<file path="src/rtl/cpu_types_pkg.sv">
// Shared types for the cache/RAM interface and the memory arbiter.
package cpu_types_pkg;

    typedef logic [31:0] word_t;

    typedef enum logic [1:0] {
        FREE   = 2'd0,
        BUSY   = 2'd1,
        ACCESS = 2'd2,
        ERROR  = 2'd3
    } ramstate_t;

    typedef enum logic {
        IDLE  = 1'b0,
        GRANT = 1'b1
    } arb_state_t;

endpackage

</file>
<file path="src/rtl/rr_picker2.sv">
// Two-way round-robin picker: ptr names the core that wins when both request.
module rr_picker2 (
    input  logic [1:0] req,
    input  logic       ptr,
    output logic [1:0] win,
    output logic       valid
);

    assign win[0] = req[0] & (~ptr | ~req[1]);
    assign win[1] = req[1] & (ptr | ~req[0]);
    assign valid  = |req;

endmodule

</file>
<file path="src/rtl/mem_arbiter.sv">
// Serialises dcache/icache requests from two cores onto the single-port RAM.
import cpu_types_pkg::*;

module mem_arbiter #(
    parameter int NUM_CPUS = 2
) (
    input  logic                       CLK,
    input  logic                       RST,
    input  logic      [NUM_CPUS-1:0]   iREN,
    input  word_t     [NUM_CPUS-1:0]   iaddr,
    output logic      [NUM_CPUS-1:0]   iwait,
    output word_t     [NUM_CPUS-1:0]   iload,
    input  logic      [NUM_CPUS-1:0]   dREN,
    input  logic      [NUM_CPUS-1:0]   dWEN,
    input  word_t     [NUM_CPUS-1:0]   daddr,
    input  word_t     [NUM_CPUS-1:0]   dstore,
    output logic      [NUM_CPUS-1:0]   dwait,
    output word_t     [NUM_CPUS-1:0]   dload,
    output logic                       ramREN,
    output logic                       ramWEN,
    output word_t                      ramaddr,
    output word_t                      ramstore,
    input  word_t                      ramload,
    input  ramstate_t                  ramstate
);

    arb_state_t state;
    logic       grant_id;
    logic       grant_is_d;
    logic       dptr;
    logic       iptr;

    logic [1:0] d_req;
    logic [1:0] d_win;
    logic [1:0] i_win;
    logic       d_valid;
    logic       i_valid;
    logic       live;
    logic       active;
    logic       is_wr;
    logic       done;

    assign d_req = dREN | dWEN;

    rr_picker2 u_d_pick (
        .req   (d_req),
        .ptr   (dptr),
        .win   (d_win),
        .valid (d_valid)
    );

    rr_picker2 u_i_pick (
        .req   (iREN),
        .ptr   (iptr),
        .win   (i_win),
        .valid (i_valid)
    );

    // Everything downstream is gated by the live request so an abort drops the strobe at once.
    assign live   = grant_is_d ? d_req[grant_id] : iREN[grant_id];
    assign active = (state == GRANT) && live;
    assign is_wr  = grant_is_d && dWEN[grant_id];
    assign done   = active && (ramstate == ACCESS);

    always_ff @(posedge CLK or posedge RST) begin
        if (RST) begin
            state      <= IDLE;
            grant_id   <= 1'b0;
            grant_is_d <= 1'b0;
            dptr       <= 1'b0;
            iptr       <= 1'b0;
        end else begin
            case (state)
                IDLE: begin
                    if (d_valid) begin
                        grant_is_d <= 1'b1;
                        grant_id   <= d_win[1];
                        state      <= GRANT;
                    end else if (i_valid) begin
                        grant_is_d <= 1'b0;
                        grant_id   <= i_win[1];
                        state      <= GRANT;
                    end
                end
                GRANT: begin
                    if (!live) begin
                        state <= IDLE;
                    end else if (ramstate == ACCESS) begin
                        state <= IDLE;
                        if (grant_is_d) dptr <= ~grant_id;
                        else            iptr <= ~grant_id;
                    end
                end
                default: state <= IDLE;
            endcase
        end
    end

    always_comb begin
        iwait    = '1;
        dwait    = '1;
        iload    = '0;
        dload    = '0;
        ramREN   = 1'b0;
        ramWEN   = 1'b0;
        ramaddr  = '0;
        ramstore = '0;
        if (active) begin
            ramWEN   = is_wr;
            ramREN   = ~is_wr;
            ramaddr  = grant_is_d ? daddr[grant_id] : iaddr[grant_id];
            ramstore = is_wr ? dstore[grant_id] : '0;
        end
        if (done) begin
            if (grant_is_d) begin
                dwait[grant_id] = 1'b0;
                dload[grant_id] = ramload;
            end else begin
                iwait[grant_id] = 1'b0;
                iload[grant_id] = ramload;
            end
        end
    end

endmodule
</file>
<file path="config.mk">
export PLATFORM = sky130hd
export DESIGN_NAME = mem_arbiter
export DESIGN_NICKNAME = d
export VERILOG_FILES = /design/src/rtl/cpu_types_pkg.sv /design/src/rtl/rr_picker2.sv /design/src/rtl/mem_arbiter.sv
export SDC_FILE = /design/constraint.sdc
export NUM_CORES = 1
export LEC_CHECK = 0
export BUFFER_PORTS_ARGS = -buffer_cell sky130_fd_sc_hd__buf_2
export CORE_AREA = 5 5 163 165
export CTS_BUF_LIST = sky130_fd_sc_hd__clkbuf_2
export DETAILED_ROUTE_END_ITERATION = 12
export DIE_AREA = 0 0 168 170
export HOLD_SLACK_MARGIN = 0.1
export PLACE_DENSITY_LB_ADDON = 0.3
export RECOVER_POWER = 25
export SLEW_MARGIN = 20
export SYNTH_ARGS = -nofsm -noshare
export SYNTH_HDL_FRONTEND = slang
export SYNTH_HIERARCHICAL = 1
export SYNTH_SLANG_ARGS = --single-unit
</file>
<file path="constraint.sdc">
create_clock -name CLK -period 1.5 [get_ports CLK]
set_clock_uncertainty 0.1 [all_clocks]
set_input_delay 0.3 -clock CLK [delete_from_list [all_inputs] [get_ports CLK]]
set_output_delay 0.3 -clock CLK [all_outputs]
set_load 0.01 [all_outputs]
</file>
# Word level (Yosys, flattened, before mapping)

Index checks and enable logic that the tools add are counted.

Register bits after elaboration: 5
Latch bits: 0
Bits in writable memories: 0
Bits in read-only memories: 0
Input port bits: 234
Output and inout bits: 198
Logic and storage cells: 71
Memories: 0

Add/sub/neg operators: 0
$mul: 0
Div/mod/pow operators: 0
Order comparisons: 2
Equality and inequality tests: 1
Shift-type cells: 0
Mux-type cells: 40
Bitwise gates (word level): 13
Reductions and logical operators: 10

Operators by type and width:

| cell                                                                  | number |
|---|---|
| 32-bit 2-to-1 mux                                                     | 11 |
| 64-bit 2-to-1 mux                                                     | 4 |
| 64-bit AND                                                            | 1 |
| 32-bit demux with 1-bit select                                        | 1 |
| 1-bit 2-to-1 mux                                                      | 18 |
| 2-bit 2-to-1 mux                                                      | 4 |
| 4-bit AND reduction                                                   | 2 |
| 1-bit NOT                                                             | 6 |
| 1-bit logical AND                                                     | 4 |
| 2-bit OR reduction                                                    | 2 |
| 1-bit AND                                                             | 2 |
| 2-bit equality test (second input constant)                           | 1 |
| 1-bit by 2-bit < comparator with 1-bit output (second input constant) | 1 |
| 2-bit NOT                                                             | 1 |
| 1-bit OR                                                              | 2 |
| 2-bit OR                                                              | 1 |
| 1-bit one-hot mux with 2 select lines                                 | 1 |
| 2-bit AND reduction                                                   | 1 |
| 2-bit nonzero test                                                    | 1 |
| 1-bit demux with 1-bit select                                         | 1 |
| 1-bit greater-or-equal comparator (second input constant)             | 1 |

# Logic depth before layout (Yosys ltp)

Gate-level depths: netlist of the first run.

Word-level depth: 7
Mapped depth: 6
Gate-level depth less buffers: 6

# Modules after synthesis

The synthesis of the first run kept the hierarchy.

By module, submodules not included:

| module      | instances | cells each | area each (um^2) |
|---|---|---|---|
| mem_arbiter | 1         | 336        | 3044.2 |
| rr_picker2  | 2         | 4          | 25.0 |

# Least setup slack after synthesis of the first run

Ideal clock, no wire load.

Path type: register to output
From: register grant_id
To: output port ramaddr[0]
Arrival time: 1.327 ns
Required time: 1.100 ns
Slack: -0.227 ns
Cell stages (with the launch flop): 7
Cell sequence: dfrtp_1 -> buf_6 -> nor3b_1 -> o21a_1 -> buf_6 -> buf_6 -> nor3b_2

Word-level cells in the longest chain between the ends: 5
Elaborated cells on any way between the ends: 12
Those cells by class: 11 x mux; 1 x reduce/logical

RTL lines:

| what                                                 | line               | RTL |
|---|---|---|
| start, declared                                      | mem_arbiter.sv:28  | `logic grant_id;` |
| start signal, assigned                               | mem_arbiter.sv:77  | `grant_id <= d_win[1];` |
| start signal, assigned                               | mem_arbiter.sv:81  | `grant_id <= i_win[1];` |
| 1-bit 2-to-1 mux (implied by the code) (2 in series) | mem_arbiter.sv:60  | `assign live = grant_is_d ? d_req[grant_id] : iREN[grant_id];` |
| 1-bit 2-to-1 mux                                     | mem_arbiter.sv:60  |  |
| 1-bit logical AND                                    | mem_arbiter.sv:61  | `assign active = (state == GRANT) && live;` |
| 32-bit 2-to-1 mux (*)                                | mem_arbiter.sv:108 | `if (active) begin` |
| end, declared                                        | mem_arbiter.sv:21  | `output word_t ramaddr,` |

Every way passes the cells marked *; elsewhere a longest branch is shown, timed or not. The select of a mux whose other input is x is not followed.

# Final worst setup path of the first run

From: register grant_id
To: output port ramaddr[13]

The elaborated chain is that of the path after synthesis.

==> flow_summary_export.csv, run 1 <==
group,metric,value,unit
layout,layout.nets,1022,
clock_network,cts.sinks,5,
layout,antennaDiodeCount,0,
place,dpl_worst_slack,-0.429,ns
timing,tightestPinTransition,0.231,ns
outcome,status,"finished with violations",
clock_network,cts.path.max_buffers,2,
timing,min_period,2.22,ns
worst_setup_path,arrival,1.82,ns
detailed_routing,post_drt_wl_per_cell,16.3,um
worst_setup_path,endpoint_kind,"primary output",
timing,finalSetupTns,-123.48,ns
worst_setup_path,setup.worst_path.start_class,"flop",
yosys,syn_inst,342,
timing,maxSlewViolCount,0,
timing,timing.hold.ws,0.322,ns
floorplan,rows,58,
job,maxCapViolCount,0,
global_route,grt_max_degree,35,
power,p_leak,0.00363,uW
power,ir_worst_vdd,0.000808,V
worst_setup_path,ff2ff_setup_slack,-0.15,ns
clock_network,cts_tree,"yes",
timing,hold_violations,0,
clock_network,clk_latency,0.22,ns
clock_network,h-tree-depth,1,
floorplan,ios,432,
timing,rsz0062_at_grt,"yes",
layout,fillers,2615,
timing,timing.final.crit_share,1.48,
timing,fin_ws,-0.716,ns
outcome,violations,"negative setup slack",
place,numPortBuffers,431,
floorplan,die_w,168,um
place,place_congestion,0.920,
place,placed_cell_area,6180,um2
clock_network,clkTransAtPathRegs,0.06,ns
floorplan,coreArea,24900,um2
global_route,antenna_found_initial,5,
detailed_routing,drtIter0Drc,85,
yosys,synth_area,3080,um2
detailed_routing,detail-route-antenna-nets,0,
power,power_density,1060,nW/um2
floorplan,initial_utilization,0.124,
clock_network,numCtsBuffers,3,
global_route,grt_first_pass_wirelength,24.0,mm
layout,synthToLayoutAreaGrowth,124,%
worst_setup_path,worst-setup-path-type,"reg2out",
clock_network,cts_root_buf,"clkbuf_2",
global_route,grt-ovfl-total,0,
detailed_routing,first_pass_iters,4,
layout,drive_above_1_share,0.888,
floorplan,dieArea,28600,um2
layout,fin_area,6900,um2
timing,setup_viol,201,
detailed_routing,wirelength,18.2,mm
global_route,groute.usage.overall,0.103,
yosys,syn_avg_cell_area,9.00,um2
worst_setup_path,worstPathRequired,1.10,ns
timing,fmax,451,MHz
yosys,syn_nets,576,
timing,slew_headroom,0.843,
yosys,yosys_warnings,6,
place,hpwlAfterDp,14.8,mm
global_route,grt_pass1_vias,4412,
detailed_routing,viasPerCell,3.89,
detailed_routing,drc,0,
hold_path,hold_class,"in2reg",
worst_setup_path,crit_fanout,6,
detailed_routing,vias,4348,
floorplan,dieHeight,170,um
power,total_power,7310,uW
## through the flow
stage               cells  utilization
global route         1117        0.277
global placement     1096        0.248
CTS                  1101        0.253
finish               1117        0.277
detailed placement   1096        0.248
floorplan             342            -
## final timing paths
| check | to | from | cells past startpoint |
|---|---|---|---|
| min reg2reg | dptr$_DFFE_PP0P_ | dptr$_DFFE_PP0P_ | 1 |
| min | state$_DFF_PP0_ | ramstate[0] | 3 |
| max | ramaddr[13] | grant_id$_DFFE_PP0P_ | 7 |
| min in group asynchronous | state$_DFF_PP0_ | RST | 3 |
| max reg2reg | state$_DFF_PP0_ | grant_id$_DFFE_PP0P_ | 6 |
| max in group asynchronous | grant_id$_DFFE_PP0P_ | RST | 3 |
## timing repair
item	CTS	global route
gates cloned	0	10
endpoints found under the hold margin	5	0
hold buffers	1	0
pin swaps	12	17
setup endpoints to repair	201	202
buffers inserted	0	6
gates resized for setup	18	63
## layer usage
metal  vias up  share of wire  global-route usage
met5         -              0                   0
met4         0          0.040              0.0339
met3        41          0.089              0.0253
met2       292           0.54               0.203
met1      1950           0.33               0.106
li1       2065              -                   -
## final cells by class
type | count | area [um2] | area share
Multi-Input combinational cell | 290 | 3100 | 0.449
Tap cell | 330 | 413 | 0.0598
Clock buffer | 4 | 20.0 | 0.00290
Timing Repair Buffer | 477 | 3200 | 0.463
Inverter | 11 | 43.8 | 0.00635
Sequential cell | 5 | 130 | 0.0189
## report_power, final
part	leakage, uW	switching (uW)	internal, uW
Combinational	0.00356	3130	3790
Sequential	0.0000523	56.2	201
Clock	0.0000166	59.7	70.7
Total	0.00363	3240	4060
## state kept, by name (all words and copies together) (netlist names)
register / cells
dptr: 1
grant_is_d: 1
grant_id: 1
state: 1
iptr: 1
## worst max-delay path, stage by stage (launching register included)
cell and delay, ns:
dfrtp_4 0.49, buf_12 0.15, mux2_4 0.31, o21ai_4 0.15
buf_12 0.15, buf_6 0.16, nor3b_1 0.06, buf_2 0.14
## layout by cell type, fill, tap and decap left out, types with 3 or more instances in the layout
| cell | instances |
|---|---|
| buf_12 | 13 |
| clkbuf_16 | 7 |
| nor3b_1 | 3 |
| nor2_2 | 28 |
| nor2_4 | 5 |
| buf_4 | 18 |
| nor3b_4 | 10 |
| buf_6 | 56 |
| dfrtp_1 | 3 |
| mux2i_2 | 6 |
| mux2i_1 | 26 |
| inv_1 | 10 |
| nor3b_2 | 20 |
| buf_8 | 5 |
| and2_1 | 26 |
| mux4_2 | 32 |
| buf_2 | 376 |
| and2_4 | 103 |
| clkbuf_2 | 4 |
| o21ai_0 | 3 |
Note: power is estimated with default switching activity, not from simulation.
==> inputs of run 2 (changes only) <==
--- a/config.mk
+++ b/config.mk
@@ -5,11 +5,11 @@
 export SDC_FILE = /design/constraint.sdc
 export NUM_CORES = 1
 export LEC_CHECK = 0
-export BUFFER_PORTS_ARGS = -buffer_cell sky130_fd_sc_hd__buf_2
-export CORE_AREA = 5 5 163 165
+export CORE_AREA = 5 5 164 166
 export CTS_BUF_LIST = sky130_fd_sc_hd__clkbuf_2
 export DETAILED_ROUTE_END_ITERATION = 12
-export DIE_AREA = 0 0 168 170
+export DIE_AREA = 0 0 169 171
+export DONT_BUFFER_PORTS = 1
 export HOLD_SLACK_MARGIN = 0.1
 export PLACE_DENSITY_LB_ADDON = 0.3
 export RECOVER_POWER = 25
==> flow_summary_export.csv, run 2 (synthesized netlist as in run 1, its figures left out) <==
group,metric,value,unit
detailed_routing,drtIter0Drc,84,
timing,hold_violations,0,
detailed_routing,post_drt_wl_per_cell,25.1,um
layout,final_common_cell,"and2_4",
worst_setup_path,crit_fanout,6,
detailed_routing,first_pass_iters,4,
worst_setup_path,cpMaxStageDelayCell,"mux4_2",
outcome,status,"finished with violations",
layout,layout_common_cells,"128 x and2_4, 32 x mux4_2, 27 x buf_4, 25 x nor3b_4, 20 x buf_12",
timing,slew_headroom,0.777,
detailed_routing,detail-route-antenna-nets,0,
layout,final_util,0.206,
power,p_leak,0.00196,uW
floorplan,dieHeight,171,um
worst_setup_path,crit_chain,"buf_4 > clkbuf_16 > mux4_2 > nor3b_4",
worst_setup_path,endpoint_kind,"primary output",
worst_setup_path,cp_slowest_stage_delay,0.49,ns
clock_network,clkTransAtPathRegs,0.07,ns
layout,synthToLayoutAreaGrowth,70.1,%
global_route,grt_first_pass_wirelength,23.1,mm
floorplan,coreArea,25500,um2
floorplan,initial_utilization,0.121,
timing,tightestPinTransition,0.335,ns
clock_network,cts_root_buf,"clkbuf_2",
worst_setup_path,crit_family,"multiplexers",
clock_network,cts.path.max_buffers,2,
floorplan,dieArea,28900,um2
clock_network,numCtsBuffers,3,
timing,fmax,466,MHz
detailed_routing,viasPerCell,4.25,
layout,drive_above_1_share,0.869,
global_route,grt_max_degree,34,
layout,fin_area,5240,um2
timing,min_period,2.15,ns
detailed_routing,wirelength,18.2,mm
global_route,grt-ovfl-total,0,
worst_setup_path,worst-setup-path-type,"reg2out",
floorplan,die_w,169,um
timing,maxSlewViolCount,0,
place,numPortBuffers,0,
worst_setup_path,arrival,1.75,ns
timing,setup_viol,200,
outcome,violations,"negative setup slack",
floorplan,ios,432,
place,placed_cell_area,4130,um2
power,ir_worst_vdd,0.000907,V
clock_network,cts.sinks,5,
global_route,antenna_found_initial,1,
timing,fin_ws,-0.648,ns
timing,timing.final.crit_share,1.43,
power,power_density,1490,nW/um2
worst_setup_path,setup.worst_path.start_class,"flop",
worst_setup_path,cp.buffers_inverters,2,
detailed_routing,drc,0,
place,hpwlAfterDp,14.1,mm
floorplan,rows,59,
timing,rsz0062_at_grt,"yes",
clock_network,clk_latency,0.23,ns
hold_path,hold_class,"in2reg",
layout,layout.nets,625,
global_route,groute.usage.overall,0.107,
global_route,grt_pass1_vias,3382,
worst_setup_path,worstPathRequired,1.10,ns
detailed_routing,vias,3087,
job,maxCapViolCount,0,
clock_network,cts_tree,"yes",
place,place_congestion,0.690,
clock_network,h-tree-depth,1,
run 2: cell count changes in the layout (fill, tap and decap cells not counted), sizes merged:
cell    before  now
buf        469   73
bufbuf       0    1
diode        0    2
clkbuf      11    9
run 2: final timing paths:
check | cells past startpoint | slack (ns) | start | endpoint
worst max-delay path | 4 | -0.65 | grant_id$_DFFE_PP0P_ | ramaddr[16]
worst min-delay path | 2 | 0.16 | iREN[1] | iptr$_DFFE_PP0P_
worst max register to register | 9 | -0.18 | grant_id$_DFFE_PP0P_ | dptr$_DFFE_PP0P_
worst min register to register | 1 | 0.39 | dptr$_DFFE_PP0P_ | dptr$_DFFE_PP0P_
max in group asynchronous | 2 | 0.74 | RST | grant_id$_DFFE_PP0P_
min in group asynchronous | 2 | 0.34 | RST | grant_id$_DFFE_PP0P_
run 2: cell type report:
cell class | instances | area, um2
clock buffers | 4 | 20.0
multi-input cells | 290 | 3390
well taps | 335 | 419
inverters | 11 | 48.8
diodes | 2 | 5.00
flip-flops and latches | 5 | 131
fillers | 2727 | 20200
repair buffers | 80 | 1220
run 2: worst reg2reg max path, stage by stage (launching register included):
cell and delay [ns]:
dfrtp_4 0.48, buf_6 0.15, buf_6 0.12, o21ai_4 0.06
nor2_4 0.14, buf_12 0.15, buf_6 0.10, inv_4 0.03
buf_6 0.10, a21o_1 0.14
run 2: routing by layer:
layer,vias to the layer above,GRT usage,part of all wire
met5,-,0,0
met4,0,0.0364,0.037
met3,31,0.0370,0.11
met2,293,0.208,0.55
met1,1481,0.104,0.31
li1,1282,-,-
run 2: per-stage QoR:
step | std cells | worst slack, ns | hold slack (ns) | power, uW | TNS [ns]
3_3_place_gp | 680 | -0.534 | 0.00256 | 5640 | -56.80
5_1_grt | 726 | -0.706 | 0.129 | 8190 | -124.68
4_1_cts | 715 | -0.672 | 0.142 | 7530 | -115.04
3_5_place_dp | 680 | -0.555 | 0.0190 | 5730 | -65.01
6_report | 727 | -0.648 | 0.157 | 7780 | -109.78
2_1_floorplan | 342 | -0.227 | -0.0215 | 4730 | -25.21
run 2: report_power, final:
part | switching [uW] | internal (uW) | total (uW)
combinational | 3370 | 4010 | 7380
sequential | 64.0 | 203 | 267
clock | 64.2 | 70.7 | 135
total | 3500 | 4280 | 7780
run 2: timing repair:
| action | CTS | global route |
|---|---|---|
| endpoints found under the setup margin | 199 | 200 |
| gates cloned | 10 | 6 |
| resized for setup | 97 | 19 |
| pin swaps | 45 | 36 |
| setup buffers | 21 | 6 |
| endpoints found under the hold margin | 5 | 0 |
| hold buffers | 1 | 0 |
==> inputs of run 3 (changes only) <==
--- a/config.mk
+++ b/config.mk
@@ -5,8 +5,10 @@
 export SDC_FILE = /design/constraint.sdc
 export NUM_CORES = 1
 export LEC_CHECK = 0
+export CAP_MARGIN = 20
 export CORE_AREA = 5 5 164 166
 export CTS_BUF_LIST = sky130_fd_sc_hd__clkbuf_2
+export CTS_CLUSTER_DIAMETER = 50
 export DETAILED_ROUTE_END_ITERATION = 12
 export DIE_AREA = 0 0 169 171
 export DONT_BUFFER_PORTS = 1
@@ -16,5 +18,4 @@
 export SLEW_MARGIN = 20
 export SYNTH_ARGS = -nofsm -noshare
 export SYNTH_HDL_FRONTEND = slang
-export SYNTH_HIERARCHICAL = 1
 export SYNTH_SLANG_ARGS = --single-unit
==> flow_summary_export.csv, run 3 <==
group,metric,value,unit
yosys,syn_inst,348,
detailed_routing,detail-route-antenna-nets,0,
global_route,groute.usage.overall,0.0894,
timing,maxSlewViolCount,0,
worst_setup_path,ff2ff_setup_slack,-0.14,ns
place,numPortBuffers,0,
power,power_switching,3150,uW
yosys,synth_fa_ha_area_frac,0,
timing,finalSetupTns,-95.53,ns
yosys,synth_top_area_share,0.262,
clock_network,cts_root_buf,"clkbuf_2",
worst_setup_path,worst-setup-path-type,"reg2out",
timing,fmax,482,MHz
power,ir_worst_vdd,0.000577,V
power,power_density,1430,nW/um2
yosys,syn_avg_cell_area,7.89,um2
global_route,antenna_found_initial,4,
timing,fin_ws,-0.573,ns
clock_network,cts.sinks,5,
yosys,synth_area_leaders,"mux4_2 26%, and2_1 15%, and3_1 15%",
layout,layout.nets,577,
worst_setup_path,startpoint,"grant_id$_DFFE_PP0P_",
yosys,synthArstFlopShare,1.00,
detailed_routing,vias,2990,
job,maxCapViolCount,0,
power,total_power,5970,uW
place,place_congestion,0.820,
layout,synthToLayoutAreaGrowth,52.0,%
worst_setup_path,crit_fanout,33,
yosys,yosys.cell_count.top_type,"and2_1",
hold_path,hold_end,"iptr$_DFFE_PP0P_",
clock_network,cts.path.max_buffers,2,
outcome,violations,"negative setup slack",
detailed_routing,first_pass_iters,4,
detailed_routing,post_drt_wl_per_cell,23.8,um
power,pwr-share-clk,0.021,
power,p_sw_frac,0.527,
detailed_routing,drc,0,
yosys,synth-xor-area-share,0,
yosys,syn_nets,582,
worst_setup_path,arrival,1.67,ns
hold_path,min_path_cells,3,
hold_path,hold_class,"in2reg",
yosys,muxShareOfSynthArea,0.272,
floorplan,initial_utilization,0.108,
yosys,synthFlopType,"dfrtp_1",
timing,rsz0062_at_grt,"yes",
layout,final_common_cell,"and3_4",
yosys,synthSimpleGateAreaFrac,0.463,
floorplan,dieArea,28900,um2
worst_setup_path,setup.worst_path.start_class,"flop",
timing,setup_viol,201,
yosys,synth_area,2750,um2
power,p_comb_frac,0.936,
floorplan,die_w,169,um
power,p_leak,0.00136,uW
clock_network,clk_latency,0.22,ns
power,seqPwrFrac,0.043,
clock_network,clkTransAtPathRegs,0.05,ns
outcome,status,"finished with violations",
worst_setup_path,r2r-start,"grant_is_d$_DFFE_PP0P_",
global_route,grt-ovfl-total,0,
timing,tightestPinTransition,0.619,ns
floorplan,coreArea,25500,um2
worst_setup_path,endpoint_kind,"primary output",
yosys,seq_area_frac_synth,0.0456,
clock_network,numCtsBuffers,3,
detailed_routing,viasPerCell,4.38,
power,intPower,2820,uW
yosys,synth_top_family_by_area,"simple AND/OR/NAND/NOR gates",
floorplan,ios,432,
worst_setup_path,ff2ff_path_depth,5,
clock_network,cts_tree,"yes",
timing,timing.final.crit_share,1.38,
detailed_routing,wirelength,16.3,mm
worst_setup_path,worstPathRequired,1.10,ns
timing,hold_violations,0,
timing,slew_headroom,0.587,
yosys,yosys_warnings,0,
layout,final_util,0.164,
layout,fillers,2822,
hold_path,hp-start,"iREN[1]",
clock_network,h-tree-depth,1,
floorplan,rows,59,
layout,drive_above_1_share,0.731,
place,hpwlAfterDp,12.5,mm
yosys,ys_top_cells_by_count,"67 x and2_1, 64 x and3_1, 39 x nor2_1",
yosys,synth_enable_flop_cells,0,
global_route,grt_pass1_vias,3049,
global_route,grt_max_degree,67,
yosys,synth-compound-area-share,0.122,
layout,layout_common_cells,"57 x and3_4, 42 x and2_4, 33 x nor2b_1, 32 x mux4_2, 32 x nor2_2",
floorplan,dieHeight,171,um
yosys,synth_top_cell_by_area,"mux4_2",
worst_setup_path,worst_r2r_endpoint,"iptr$_DFFE_PP0P_",
detailed_routing,drtIter0Drc,102,
yosys,ys_ff_latch,5,
timing,min_period,2.07,ns
yosys,synth_cell_type_count,33,
global_route,grt_first_pass_wirelength,20.0,mm
run 3: cell families (layout without fill, tap and decap cells):
family	after synthesis	in the layout
multiplexers	34	34
AND/OR/NAND/NOR	214	214
other	0	5
AO/OA/AOI/OAI	46	46
flip-flops	5	5
buffers and inverters	49	43
run 3: worst max-delay path by stage:
stage | cells after the start | endpoint | slack [ns]
6_report | 4 | iload[7] | -0.57
5_1_grt | 4 | iload[35] | -0.64
4_1_cts | 4 | ramaddr[17] | -0.58
3_5_place_dp | 4 | ramaddr[17] | -0.44
3_3_place_gp | 4 | ramaddr[17] | -0.40
2_1_floorplan | 6 | iload[23] | -0.34
run 3: worst max-delay path, cell delays in order, from the launching register on:
cell and delay [ns]:
dfrtp_2 0.43, mux2_4 0.32, o211a_4 0.27, clkbuf_16 0.21
and3_1 0.22
run 3: area by class of cell:
cell class,instances,area [um2],area share
timing repair buffer,32,527,0.126
tap,335,419,0.100
inverter,7,26.3,0.00629
antenna,5,12.5,0.00300
sequential,5,128,0.0306
clock buffer,4,20.0,0.00479
multi-input combinational,294,3040,0.729
run 3: through the flow:
step	setup slack (ns)	cells	hold WS [ns]	cell area, um2
finish	-0.573	682	0.191	4180
global route	-0.638	681	0.210	4170
CTS	-0.581	670	0.174	3920
detailed placement	-0.444	661	0.0125	3540
global placement	-0.401	661	0.00602	3540
floorplan	-0.339	348	-0.0215	3200
run 3: what timing repair did:
action / in CTS / in global routing
pin swaps: 25 / 16
hold endpoints to repair: 5 / 0
endpoints found under the setup margin: 201 / 201
hold buffers: 1 / 0
resized for setup: 60 / 34
gates cloned: 2 / 6
buffers inserted: 2 / 2
run 3: layer usage:
| metal | vias up | share of wire | track usage |
|---|---|---|---|
| met5 | - | 0 | 0 |
| met4 | 0 | 0.0056 | 0.0140 |
| met1 | 1469 | 0.38 | 0.112 |
| li1 | 1249 | - | - |
| met2 | 264 | 0.52 | 0.158 |
| met3 | 8 | 0.096 | 0.0238 |
run 3: power by group through the flow:
stage	logic (uW)	registers, uW	clock network, uW
after floorplan	4100	242	0
after global placement	4820	247	0
after detailed placement	4950	251	0
after CTS	5430	256	133
after global routing	5970	261	135
final	5590	257	126
